`config.mk`:
```
export PLATFORM = sky130hd
export DESIGN_NAME = rr_sched416
export DESIGN_NICKNAME = d
export VERILOG_FILES = /design/src/rtl/rr_sched416_pkg.sv /design/src/rtl/rr_sched416_decode.sv /design/src/rtl/rr_sched416.sv
export SDC_FILE = /design/constraint.sdc
export NUM_CORES = 1
export LEC_CHECK = 0
export CAP_MARGIN = 20
export CORE_UTILIZATION = 45
export DETAILED_ROUTE_END_ITERATION = 12
export PLACE_DENSITY = 0.66
export SYNTH_ARGS = -nofsm -noshare
export SYNTH_HDL_FRONTEND = slang
export SYNTH_SLANG_ARGS = --single-unit
```
`constraint.sdc`:
```
create_clock -name clk -period 8.8 [get_ports clk]
set_clock_uncertainty 0.05 [all_clocks]
set_input_delay 0.88 -clock clk [delete_from_list [all_inputs] [get_ports clk]]
set_output_delay 0.88 -clock clk [all_outputs]
set_load 0.02 [all_outputs]
```
`src/rtl/rr_sched416_pkg.sv`:
```
// Shared constants and state encoding for the
// 16-way round-robin grant scheduler.
package rr_sched416_pkg;

  localparam int NREQ = 16;
  localparam int IW   = 4;

  typedef enum logic {
    IDLE  = 1'b0,
    GRANT = 1'b1
  } state_e;

endpackage

```
`src/rtl/rr_sched416_decode.sv`:
```
// 4->16 one-hot decoder; output bit k is high
// when the binary input equals k.
module decode416
  import rr_sched416_pkg::*;
(
  input  logic [IW-1:0]   a_i,
  output logic [0:NREQ-1] y_o
);

  always_comb begin
    y_o      = '0;
    y_o[a_i] = 1'b1;
  end

endmodule

```
`src/rtl/rr_sched416.sv`:
```
// Round-robin scheduler: one owner of a shared
// resource at a time, bounded hold, one-hot grant.
module rr_sched416
  import rr_sched416_pkg::*;
#(
  parameter int MAX_HOLD = 8,
  parameter int CW       = 8
) (
  input  logic            clk,
  input  logic            rst,
  input  logic [0:NREQ-1] req,
  input  logic            rel,
  output logic [0:NREQ-1] gnt,
  output logic [0:IW-1]   gnt_idx,
  output logic            gnt_vld,
  output logic            timeout
);

  localparam logic [CW-1:0] HOLD_MAX = CW'(MAX_HOLD);

  state_e        state_q, state_d;
  logic [CW-1:0] cnt_q, cnt_d;
  logic [IW-1:0] idx_q, idx_d;
  logic [IW-1:0] last_q, last_d;
  logic          to_q, to_d;
  logic [IW-1:0] pick;
  logic          found;
  logic          hit_max;
  logic          end_c;
  logic [0:NREQ-1] dec;

  // Scan last+1 .. last (wrapping); the first hit wins.
  always_comb begin
    pick  = last_q;
    found = 1'b0;
    for (int i = 1; i <= NREQ; i++) begin
      if (!found && req[last_q + IW'(i)]) begin
        found = 1'b1;
        pick  = last_q + IW'(i);
      end
    end
  end

  assign hit_max = (cnt_q == HOLD_MAX);
  assign end_c   = rel | ~req[idx_q] | hit_max;

  always_comb begin
    state_d = state_q;
    cnt_d   = cnt_q;
    idx_d   = idx_q;
    last_d  = last_q;
    to_d    = 1'b0;
    unique case (state_q)
      IDLE: begin
        if (found) begin
          state_d = GRANT;
          idx_d   = pick;
          last_d  = pick;
          cnt_d   = CW'(1);
        end
      end
      GRANT: begin
        if (end_c) begin
          state_d = IDLE;
          // Timeout only when the limit alone ended it.
          to_d    = hit_max & ~rel & req[idx_q];
        end else begin
          cnt_d = cnt_q + CW'(1);
        end
      end
      default: state_d = IDLE;
    endcase
  end

  always_ff @(posedge clk) begin
    if (rst) begin
      state_q <= IDLE;
      cnt_q   <= '0;
      idx_q   <= '0;
      last_q  <= IW'(NREQ - 1);
      to_q    <= 1'b0;
    end else begin
      state_q <= state_d;
      cnt_q   <= cnt_d;
      idx_q   <= idx_d;
      last_q  <= last_d;
      to_q    <= to_d;
    end
  end

  decode416 u_dec (
    .a_i (idx_q),
    .y_o (dec)
  );

  assign gnt_vld = (state_q == GRANT);
  assign timeout = to_q;
  assign gnt     = dec & {NREQ{gnt_vld}};

  // gnt_idx[0] carries the LSB.
  always_comb begin
    for (int b = 0; b < IW; b++) begin
      gnt_idx[b] = idx_q[b];
    end
  end

endmodule

```
==> flow_summary_export.csv <==
group,metric,value,unit
outcome,status,"finished clean",
critical_path,worstPathCellList,"buf_4 > inv_1 > ha_1 > mux4_1 > mux2_2 > mux2_4 > nor4_4 > nand2_1 > o41ai_1 > a221oi_1 > o21ai_1 > or3b_1",
min_path,whs_endpoint,"cnt_q[7]",
route,ant_nets,0,
logic_synthesis,yosys_warnings,0,
sta,finalSetupViolations,0,
critical_path,ff2ff_path_depth,12,
global_routing,grt_max_degree,31,
floorplanning,core-area,7214,um^2
route,viasPerCell,6.602,
sta,finalHoldViolCount,0,
sta,maxSlewHeadroom,38.91,%
critical_path,arrival,4.90,ns
clock_network,cts_max_level,1,
critical_path,r2r_end,"last_q[0]",
logic_synthesis,synth_nets,427,
sta,post-route-period-util,54.76,%
sta,finalCriticalPeriod,4.819,ns
sta,tns,0,ns
global_routing,track_usage,27.51,%
route,post_drt_wl_per_cell,19.62,um
route,wirelength,10240,um
logic_synthesis,synth_area,3346,um^2
clock_network,root_buffer,"clkbuf_8",
clock_network,cts_tree,"built",
sta,fmax,207.5,MHz
job,drv_cap,0,
clock_network,cts_inserted_buffers,3,
floorplanning,ios,41,
logic_synthesis,yosysUniqueCellTypes,67,
sta,rsz0062_at_grt,"false",
critical_path,r2r_start,"last_q[1]",
critical_path,cpPeakStageDelay,0.74,ns
critical_path,cp-end-kind,"register",
cells_and_area,drive_gt1_share,13.48,%
route,dr_total_vias,3446,
floorplanning,rows,31,
cells_and_area,mostFrequentLayoutCell,"nor2_1",
logic_synthesis,ys_ff_latch,18,
cells_and_area,area_growth,14.81,%
cells_and_area,final_cell_mix,"51 x nor2_1, 40 x clkdlybuf4s50_1, 33 x nand2_1, 26 x mux4_2, 26 x a21oi_1",
placed_design,globalplace.congestion,0.9914,
placed_design,hpwl,7737,um
min_path,hp-class,"register to register",
global_routing,first_global_vias,3262,
logic_synthesis,synth_area_per_cell,8.406,um^2
sta,tightest_slew,0.9086,ns
logic_synthesis,async_reset_ff_share,0,%
floorplanning,die_area,7784,um^2
placed_design,port_buffers,40,
route,drc,0,
critical_path,regToRegSetupSlack,3.98,ns
critical_path,critPathSlowestCell,"ha_1",
clock_network,clk_latency,0.25,ns
global_routing,grt_overflow,0,
clock_network,cts-resized-gates,0,
floorplanning,die_w,88.23,um
sta,final-max-slew-violation-count,0,
logic_synthesis,synth_edf_count,0,
clock_network,post-cts-setup-buffers,0,
min_path,worstHoldPathCells,1,
critical_path,crit_path_start_kind,"register",
clock_network,clockBufferDepth,2,
logic_synthesis,synth-main-ff-cell,"dfxtp_1",
critical_path,cp.required,8.88,ns
clock_network,clock-sinks,18,
floorplanning,initial_core_util,46.38,%
logic_synthesis,synth_seq_area_share,10.77,%
cells_and_area,finalNetCount,453,
critical_path,critPathKind,"register to register",
floorplanning,die_y,88.23,um
cells_and_area,nFillCells,672,
clock_network,path_clk_slew,0.07,ns
clock_network,cts_hold_buf,0,
route,firstDrtPassIters,5,
global_routing,antenna_found_initial,0,
min_path,hold_start,"cnt_q[7]",
critical_path,critical_path_peak_fanout,29,
cells_and_area,n_antenna_cell,0,
route,drtIter0Drc,363,
global_routing,grt_pass1_wl,16650,um
logic_synthesis,synthCells,398,
==> layout make-up <==
| type | instances | area [um^2] | area share [%] |
|---|---|---|---|
| multi-input combinational | 340 | 2808 | 73.09 |
| timing repair buffer | 44 | 430.4 | 11.21 |
| sequential | 18 | 360.3 | 9.381 |
| tap | 99 | 123.9 | 3.225 |
| inverter | 17 | 63.81 | 1.661 |
| clock buffer | 4 | 55.05 | 1.433 |
==> synthesized netlist by cell type, types with 2 or more instances <==
| cell | instances | share of area (%) |
|---|---|---|
| mux2i_1 | 17 | 5.1 |
| a32o_1 | 2 | 0.60 |
| and2_1 | 5 | 0.93 |
| o41ai_1 | 2 | 0.52 |
| o221ai_1 | 2 | 0.52 |
| a211oi_1 | 5 | 1.1 |
| dfxtp_1 | 18 | 11 |
| xor2_1 | 3 | 0.79 |
| buf_2 | 4 | 0.60 |
| nor2_1 | 51 | 5.7 |
| nand3b_1 | 2 | 0.45 |
| mux2_2 | 11 | 3.7 |
| xnor2_1 | 8 | 2.1 |
| a221o_1 | 3 | 0.90 |
| o211ai_1 | 4 | 0.90 |
| nand4b_1 | 2 | 0.52 |
| a311oi_1 | 7 | 1.8 |
| nand3_1 | 15 | 2.2 |
| and3_1 | 7 | 1.3 |
| or3_1 | 3 | 0.56 |
| nor4_1 | 2 | 0.37 |
| nand2_1 | 33 | 3.7 |
| mux4_2 | 26 | 18 |
| a21oi_1 | 26 | 3.9 |
| clkbuf_1 | 13 | 1.5 |
| a21boi_0 | 2 | 0.45 |
| nand2b_1 | 6 | 1.1 |
| ha_1 | 10 | 3.7 |
| buf_1 | 3 | 0.34 |
| mux4_1 | 7 | 5.5 |
| nor2b_1 | 7 | 1.3 |
| a221oi_1 | 3 | 0.79 |
| a31oi_1 | 6 | 1.1 |
| o21ai_0 | 16 | 2.4 |
| nor3_1 | 10 | 1.5 |
| o31ai_1 | 3 | 0.67 |
| and2_0 | 2 | 0.37 |
| o22ai_1 | 2 | 0.37 |
| or2_2 | 2 | 0.37 |
| a22o_1 | 5 | 1.3 |
| inv_1 | 17 | 1.9 |
==> through the flow <==
stage	area [um^2]	std cells	hold WS (ns)	utilization (%)	setup WS (ns)
2_1_floorplan	3346	398	0.3986	-	4.148
3_3_place_gp	3786	518	0.4322	52.48	4.030
3_5_place_dp	3786	518	0.4527	52.48	3.916
4_1_cts	3841	522	0.4669	53.24	4.071
5_1_grt	3841	522	0.4935	53.24	3.757
6_report	3841	522	0.4677	53.24	3.981
==> critical path, delay by kind of cell (launching register included) <==
family | cells | cell delay (ns)
muxes | 3 | 1.12
buffers and inverters | 2 | 0.61
adders and majority gates | 1 | 0.74
AOI/OAI and AO/OA | 3 | 0.91
DFF | 1 | 0.31
and+or+nand+nor | 3 | 0.95
==> worst max-delay path by stage <==
stage | startpoint | endpoint | depth (start not counted) | slack, ns
after detailed placement | req[6] | last_q[0] | 10 | 3.92
final | last_q[1] | last_q[0] | 12 | 3.98
after CTS | last_q[0] | last_q[0] | 12 | 4.07
after global routing | last_q[1] | last_q[0] | 12 | 3.76
after floorplan | last_q[1] | last_q[0] | 15 | 4.15
after global placement | req[7] | last_q[0] | 10 | 4.03
==> flip-flops by register name, indices dropped and copies added, names as in the netlist <==
signal   count
cnt_q        8
idx_q        4
last_q       4
gnt_vld      1
timeout      1
==> layer usage <==
layer / GRT usage [%] / wire length (um) / share of wire, % / vias to the layer above
met5: 0 / 0 / 0 / -
met1: 39.28 / 4693 / 46 / 1642
li1: - / - / - / 1594
met3: 4.384 / 749 / 7.3 / 22
met2: 44.20 / 4646 / 45 / 188
met4: 5.572 / 154 / 1.5 / 0
==> cells by family (layout without fill, tap and decap cells) <==
logic type               after synthesis  after routing  synth area share (%)
flip-flops                            18             18                 10.77
adder cells (fa/ha/maj)               10             10                 3.740
AO/OA/AOI/OAI                        101            101                 21.73
multiplexers                          62             62                 32.24
XOR/XNOR                              11             11                 2.880
buffers and inverters                 40             65                 5.310
AND/OR/NAND/NOR                      156            156                 23.34
Power is not shown: default switching activity piles up to over one toggle a cycle in this logic, so the estimate is an artifact.
